`src/rtl/keypad_scanner.sv`:
```
// keypad_scanner: row-scanned key matrix with per-key scan-count debounce and an event FIFO.
// Define KEYPAD_RELEASE_EVENTS_EN to also queue release events.
module keypad_scanner #(
   parameter int ROWS         = 4,
   parameter int COLS         = 4,
   parameter int SETTLE_TICKS = 8,
   parameter int STABLE_SCANS = 4,
   parameter int FIFO_DEPTH   = 4
) (
   input  logic                         in_clk,
   input  logic                         in_rst,
   output logic [ROWS-1:0]              out_rows,
   input  logic [COLS-1:0]              in_cols,
   output logic                         out_key_valid,
   input  logic                         in_key_ready,
   output logic [$clog2(ROWS*COLS)-1:0] out_key_idx,
   output logic                         out_key_pressed,
   output logic [ROWS*COLS-1:0]         out_keys,
   output logic                         out_overflow,
   input  logic                         in_clr_overflow
);
   localparam int NK = ROWS * COLS;
   localparam int IW = $clog2(NK);
   localparam int RW = (ROWS > 1) ? $clog2(ROWS) : 1;
   localparam int LW = (COLS > 1) ? $clog2(COLS) : 1;
   localparam int SW = $clog2(SETTLE_TICKS);
   localparam int CW = $clog2(STABLE_SCANS + 1);
   localparam int PW = $clog2(FIFO_DEPTH);
   localparam int EW = IW + 1;

   localparam logic [1:0] S_DRIVE  = 2'd0;
   localparam logic [1:0] S_SETTLE = 2'd1;
   localparam logic [1:0] S_SAMPLE = 2'd2;
   localparam logic [1:0] S_EMIT   = 2'd3;

`ifdef KEYPAD_RELEASE_EVENTS_EN
   localparam logic REL = 1'b1;
`else
   localparam logic REL = 1'b0;
`endif

   logic [COLS-1:0] sync1_q, sync1_d, sync2_q, sync2_d, sample_q, sample_d;
   logic [1:0]      state_q, state_d;
   logic [RW-1:0]   row_q, row_d;
   logic [LW-1:0]   col_q, col_d;
   logic [SW-1:0]   settle_q, settle_d;
   logic [ROWS-1:0] rows_q, rows_d;
   logic [NK-1:0]   keys_q, keys_d;
   logic [CW-1:0]   cnt_q [NK];
   logic [CW-1:0]   cnt_d [NK];
   logic [EW-1:0]   mem_q [FIFO_DEPTH];
   logic [EW-1:0]   mem_d [FIFO_DEPTH];
   logic [PW-1:0]   wr_q, wr_d, rd_q, rd_d;
   logic [PW:0]     count_q, count_d;
   logic            ovf_q, ovf_d;
   logic [IW-1:0]   key_idx;
   logic            key_smp, push, pop, full, accept, drop;
   logic [EW-1:0]   push_data, head;

   assign key_idx = IW'(int'(row_q) * COLS + int'(col_q));
   assign key_smp = sample_q[col_q];

   always_comb begin
      sync1_d   = ~in_cols;
      sync2_d   = sync1_q;
      state_d   = state_q;
      row_d     = row_q;
      col_d     = col_q;
      settle_d  = settle_q;
      sample_d  = sample_q;
      rows_d    = rows_q;
      keys_d    = keys_q;
      cnt_d     = cnt_q;
      push      = 1'b0;
      push_data = {key_idx, key_smp};
      case (state_q)
         S_DRIVE: begin
            rows_d   = ~(ROWS'(1) << row_q);
            settle_d = '0;
            state_d  = S_SETTLE;
         end
         S_SETTLE: begin
            settle_d = settle_q + 1'b1;
            if (settle_q == SW'(SETTLE_TICKS - 1)) state_d = S_SAMPLE;
         end
         S_SAMPLE: begin
            sample_d = sync2_q;
            col_d    = '0;
            state_d  = S_EMIT;
         end
         default: begin
            if (key_smp == keys_q[key_idx]) cnt_d[key_idx] = '0;
            else if (cnt_q[key_idx] == CW'(STABLE_SCANS - 1)) begin
               keys_d[key_idx] = key_smp;
               cnt_d[key_idx]  = '0;
               push            = key_smp | REL;
            end else cnt_d[key_idx] = cnt_q[key_idx] + 1'b1;
            col_d = col_q + 1'b1;
            if (col_q == LW'(COLS - 1)) begin
               col_d   = '0;
               state_d = S_DRIVE;
               row_d   = (row_q == RW'(ROWS - 1)) ? '0 : row_q + 1'b1;
            end
         end
      endcase
   end

   // A full FIFO still accepts a push when the head is popped in the same cycle.
   always_comb begin
      pop     = out_key_valid & in_key_ready;
      full    = count_q == (PW+1)'(FIFO_DEPTH);
      accept  = push & (~full | pop);
      drop    = push & ~accept;
      count_d = count_q + (PW+1)'(accept) - (PW+1)'(pop);
      wr_d    = accept ? wr_q + 1'b1 : wr_q;
      rd_d    = pop ? rd_q + 1'b1 : rd_q;
      ovf_d   = drop | (ovf_q & ~in_clr_overflow);
      mem_d   = mem_q;
      if (accept) mem_d[wr_q] = push_data;
   end

   always_ff @(posedge in_clk or negedge in_rst) begin
      if (!in_rst) begin
         sync1_q  <= '0;
         sync2_q  <= '0;
         sample_q <= '0;
         state_q  <= S_DRIVE;
         row_q    <= '0;
         col_q    <= '0;
         settle_q <= '0;
         rows_q   <= '1;
         keys_q   <= '0;
         cnt_q    <= '{default: '0};
         mem_q    <= '{default: '0};
         wr_q     <= '0;
         rd_q     <= '0;
         count_q  <= '0;
         ovf_q    <= 1'b0;
      end else begin
         sync1_q  <= sync1_d;
         sync2_q  <= sync2_d;
         sample_q <= sample_d;
         state_q  <= state_d;
         row_q    <= row_d;
         col_q    <= col_d;
         settle_q <= settle_d;
         rows_q   <= rows_d;
         keys_q   <= keys_d;
         cnt_q    <= cnt_d;
         mem_q    <= mem_d;
         wr_q     <= wr_d;
         rd_q     <= rd_d;
         count_q  <= count_d;
         ovf_q    <= ovf_d;
      end
   end

   assign head            = mem_q[rd_q];
   assign out_rows        = rows_q;
   assign out_keys        = keys_q;
   assign out_overflow    = ovf_q;
   assign out_key_valid   = count_q != '0;
   assign out_key_idx     = head[EW-1:1];
   assign out_key_pressed = REL ? head[0] : 1'b1;
endmodule

```
`config.mk`:
```
export PLATFORM = sky130hd
export DESIGN_NAME = keypad_scanner
export DESIGN_NICKNAME = d
export VERILOG_FILES = /design/src/rtl/keypad_scanner.sv
export SDC_FILE = /design/constraint.sdc
export NUM_CORES = 1
export LEC_CHECK = 0
export ABC_AREA = 1
export BUFFER_PORTS_ARGS = -buffer_cell sky130_fd_sc_hd__clkbuf_2
export CORE_MARGIN = 2
export CORE_UTILIZATION = 55
export DETAILED_ROUTE_END_ITERATION = 7
export PLACE_DENSITY = 0.75
export SETUP_SLACK_MARGIN = 0.1
export SLEW_MARGIN = 25
export SYNTH_ARGS = -nofsm -noshare
export SYNTH_HDL_FRONTEND = slang
export SYNTH_SLANG_ARGS = --single-unit
```
`constraint.sdc`:
```
create_clock -name in_clk -period 6.8 [get_ports in_clk]
set_input_delay 1.02 -clock in_clk [delete_from_list [all_inputs] [get_ports in_clk]]
set_output_delay 1.02 -clock in_clk [all_outputs]
set_load 0.02 [all_outputs]
```
## Word-level counts from Yosys, hierarchy flattened

Cells that the tools add are included.

- Output and inout port bits: 27
- Word-level logic and storage cells: 121
- Register bits: 117
- Input port bits: 8

- Reductions and logical operators: 12
- Bitwise operators: 18
- Shift operators: 1
- Add/subtract/negate cells: 9
- Equal/unequal tests: 9
- Mux-type cells: 31
- Order comparisons: 8

Operator list:

| operator | number |
|---|---|
| $mux W48 | 2 |
| $and A48 B48 Y48 | 1 |
| $bwmux W48 | 1 |
| $not A48 Y48 | 1 |
| $bwmux W20 | 1 |
| $bwmux W16 | 1 |
| $mux W5 | 3 |
| $bmux W3 S4 | 1 |
| $demux W3 S4 | 1 |
| $bmux W5 S2 | 1 |
| $demux W5 S2 | 1 |
| $mux W3 | 3 |
| $add A2 B1 Y2 const B | 4 |
| $mux W2 | 4 |
| $not A4 Y4 | 2 |
| $add A3 B1 Y3 const B | 2 |
| $eq A2 B2 Y1 const B | 3 |
| $eq A3 B3 Y1 const B | 2 |
| $ge A3 B3 Y1 const B | 2 |
| $mux W1 | 6 |
| $not A2 Y3 | 2 |
| $pmux W2 S3 | 1 |
| $pmux W3 S2 | 1 |
| $ge A5 B5 Y1 const B | 1 |
| 30 further kinds | 41 |

## Depth between registers and ports, before layout

- Depth after elaboration: 13
- Mapped depth: 20
- Mapped depth without buffers: 17

## Worst setup path before layout

Ideal clock, no wire load.

- Path kind: flip-flop to flip-flop
- Start point: reg col_q[0]
- End point: reg count_q[2]
- Buffers on the path: 4
- Arrival time: 3,215 ps
- Required time: 6,671 ps
- Setup slack: 3,456 ps
- Setup time: 129 ps
- Cell stages (with the launch flop): 20
- Period minus slack after synthesis: 3,344 ps
- Path through: dfrtp_1 buf_4 inv_4 buf_2 clkbuf_1 o21ai_0 o22ai_1 o221ai_1 nand2_1 ha_1 ha_1 nand2_1 nor2_4 buf_4 nand2_1 ha_1 inv_1 ha_1 fa_1 xor2_1

- Word-level cells in the longest chain between the ends: 12
- Elaborated cells on any way between the ends: 17
- Classes of those cells: add/sub (3); eq/ne (2); mux (10); bitwise (2)

Ends and longest elaborated chain:

| item | RTL line | text |
|---|---|---|
| start: declaration | 45 | `logic [LW-1:0] col_q, col_d;` |
| start signal: assignment | 145 | `col_q <= col_d;` |
| $add A4 B2 Y4 | 60 | `assign key_idx = IW'(int'(row_q) * COLS + int'(col_q));` |
| $not A4 Y5 (implied by the code) | 93 | `else if (cnt_q[key_idx] == CW'(STABLE_SCANS - 1)) begin` |
| $bmux W3 S4 | 93 |  |
| $mux W3 (implied by the code) (2 in series) | 93 |  |
| $eq A3 B2 Y1 | 93 |  |
| $mux W1 | 93 |  |
| $mux W1 (*) | 92 | `if (key_smp == keys_q[key_idx]) cnt_d[key_idx] = '0;` |
| $mux W1 (*) | 76 | `case (state_q)` |
| $and A1 B1 Y1 (*) | 112 | `accept = push & (~full \| pop);` |
| $add A3 B1 Y3 (*) | 114 | `count_d = count_q + (PW+1)'(accept) - (PW+1)'(pop);` |
| $sub A3 B1 Y3 (*) | 114 |  |
| via count_d[2] | 54 | `logic [PW:0] count_q, count_d;` |
| end signal: assignment | 153 | `count_q <= count_d;` |
| end: declaration | 54 |  |

The timed path passes the listed nets; every way through them passes the cells marked *. The select of a mux whose other input is x is not followed.
A chain may end at the register's enable or synchronous reset.

## Worst setup path after layout

- Start point: reg col_q[1]
- End point: reg count_q[2]

Same word-level chain as after synthesis.

==> metrics.yaml <==
cts_resized: 0
cts_root_buf: "clkbuf_8"
cap_violations: 0
grt_max_degree: 61
hold_violations: 0
drc: 0
first_iter_violations: 277
ys_ff_latch: 113
fin_nets: 746
p_leak_uw: 0.00331
wl_per_cell_um: 15.4
io_buffers: 33
clock_sinks: 113
ir_worst_vdd_v: 0.000181
drive_gt1_frac: 0.122
final_cell_area_um2: 6480
cts_tree: "built"
dr.pass1.iters: 5
grt_util_all_layers: 0.255
cp.required_ns: 7.19
whs_ns: 0.346
path_max_fanout: 40
die_area_um2: 11200
grt_pass1_vias: 4526
num_vias: 4732
final_common_cell: "nand2_1"
total_power_uw: 1770
status: "completed"
max_freq_ghz: 0.231
fin_setup_tns_ns: 0
dpl-instance-area_um2: 5880
yosys_warnings: 0
syn_nets: 719
worst_setup_path_end_kind: "flop"
ys_seq_area_frac: 0.498
rsz0062_at_grt: "false"
layout_common_cells: "211 x nand2_1, 109 x dfrtp_1, 78 x inv_1"
synth_cell_types: 33
fin_skew_ns: 0.0109
instances_no_fill: 863
area_growth_pct: 13.9
die_height_um: 106
hpwl_mm: 9.08
setup_viol: 0
slew_headroom: 0.394
finalMaxSlewViolations: 0
routabilityCongestion: 0.937
antenna_found_initial: 0
placedCellCount: 832
synthCells: 688
syn_area_um2: 5690
period_minus_slack_ns: 4.32
num_io_pins: 35
overflow: 0
core_area_um2: 10200
n_antenna_cell: 0
post_cts_buffers: 0
worstPathArrival_ns: 4.72
path_class: "flop to flop"
fillers: 849
via_per_inst: 5.48
fin_crit_sh: 0.636
start_kind: "flop"
grt_pass1_wl_mm: 22.2
p_per_area_nw_per_um2: 273
hold_class: "flop to flop"
synth_area_per_cell_um2: 8.27
wl_mm: 13.3
initial_core_util: 0.558
ctsHoldBuffers: 0
h-tree-depth: 4
cts_buffers: 17
clockBufferDepth: 2
ant_nets: 0
clkLatencyLatePin_ns: 0.52
worstMarginPinSlew_ns: 0.906
clk_pin_slew_ns: 0.06
die_w_um: 106
rows: 37
-- metal layers --
layer,track usage,part of all wire
met1,0.333,0.43
met2,0.412,0.48
met3,0.0563,0.065
met4,0.111,0.028
met5,0,0
-- where the power goes --
group,switching [uW],internal (uW),leakage (uW)
combinational,113,56.3,0.00155
clock,297,584,0.000283
sequential,22.4,697,0.00147
total,432,1340,0.00331
-- through the flow --
step / setup WS (ns) / util
floorplan: 3.46 / -
global placement: 2.67 / 0.578
detailed placement: 2.56 / 0.578
CTS: 2.53 / 0.636
global route: 2.12 / 0.636
finish: 2.48 / 0.636
-- state kept, by name, summed over array words and instances (netlist names), 3 cells and up --
register	flops
sync2_q	4
sync1_q	4
mem_q	16
settle_q	3
count_q	3
sample_q	4
cnt_q	48
out_rows	4
out_keys	16
-- synth_stat cells --
master | n | share of area
nand3_4 | 4 | 0.012
xor2_1 | 2 | 0.0031
o21ai_0 | 59 | 0.052
nand2_2 | 1 | 0.0011
nand3_1 | 39 | 0.034
dfstp_2 | 4 | 0.018
nand3_2 | 6 | 0.011
xnor2_1 | 1 | 0.0015
clkbuf_1 | 10 | 0.0066
nand4_1 | 16 | 0.018
o21ai_1 | 23 | 0.020
nor3_1 | 1 | 0.00088
or2_2 | 5 | 0.0055
o221ai_1 | 6 | 0.0092
conb_1 | 1 | 0.00066
ha_1 | 22 | 0.048
nand2_8 | 1 | 0.0035
dfrtp_1 | 109 | 0.48
inv_2 | 2 | 0.0013
a21oi_1 | 14 | 0.012
o22ai_1 | 7 | 0.0077
inv_1 | 78 | 0.051
inv_4 | 1 | 0.0011
buf_2 | 8 | 0.0070
o211ai_1 | 4 | 0.0053
nor2_1 | 40 | 0.026
buf_6 | 4 | 0.0079
buf_4 | 4 | 0.0053
fa_1 | 1 | 0.0035
nor2_4 | 1 | 0.0020
buf_1 | 1 | 0.00066
a22o_1 | 2 | 0.0031
nand2_1 | 211 | 0.14
-- cell families (layout without fill, tap and decap cells) --
logic type / after synthesis / after routing / synth area share
DFF: 113 / 113 / 0.498
xor gates and xnor gates: 3 / 3 / 0.00462
adders and majority gates: 23 / 23 / 0.0519
and+or+nand+nor: 325 / 325 / 0.253
AOI/OAI and AO/OA: 115 / 115 / 0.110
buffers and inverters: 108 / 147 / 0.0814
other: 1 / 1 / 0.000659
-- layout make-up --
cell class	count	area, um^2	share of cell area
Inverter	81	307	0.0473
Clock buffer	22	463	0.0715
Sequential cell	113	2830	0.437
Tap cell	136	170	0.0263
Timing Repair Buffer	35	183	0.0282
Multi-Input combinational cell	467	2390	0.369
Clock inverter	9	131	0.0203
-- worst max-delay path, stage by stage, from the launching register on --
cell,delay [ns]
dfrtp_1,0.89
inv_2,0.33
nor2_1,0.16
o21ai_0,0.09
nand3_1,0.10
nand3_1,0.08
nand2_1,0.10
ha_1,0.16
ha_1,0.17
nand2_1,0.10
nor2_4,0.71
nand2_1,0.21
ha_1,0.34
inv_1,0.04
ha_1,0.18
fa_1,0.38
xor2_1,0.17
-- worst paths after layout --
path | start | endpoint | slack, ns | cells after the start
min in group asynchronous | in_rst | out_keys[14]$_DFFE_PN0P_ | 0.53 | 1
worst max-delay path | col_q[1]$_DFFE_PN0N_ | count_q[2]$_DFF_PN0_ | 2.48 | 16
worst max register to register | col_q[1]$_DFFE_PN0N_ | count_q[2]$_DFF_PN0_ | 2.48 | 16
max in group asynchronous | in_rst | cnt_q[44]$_DFFE_PN0P_ | 5.08 | 2
worst min-delay path | sync1_q[3]$_DFF_PN0_ | sync2_q[3]$_DFF_PN0_ | 0.35 | 0
worst min register to register | sync1_q[3]$_DFF_PN0_ | sync2_q[3]$_DFF_PN0_ | 0.35 | 0
(Power assumes the default switching activity.)
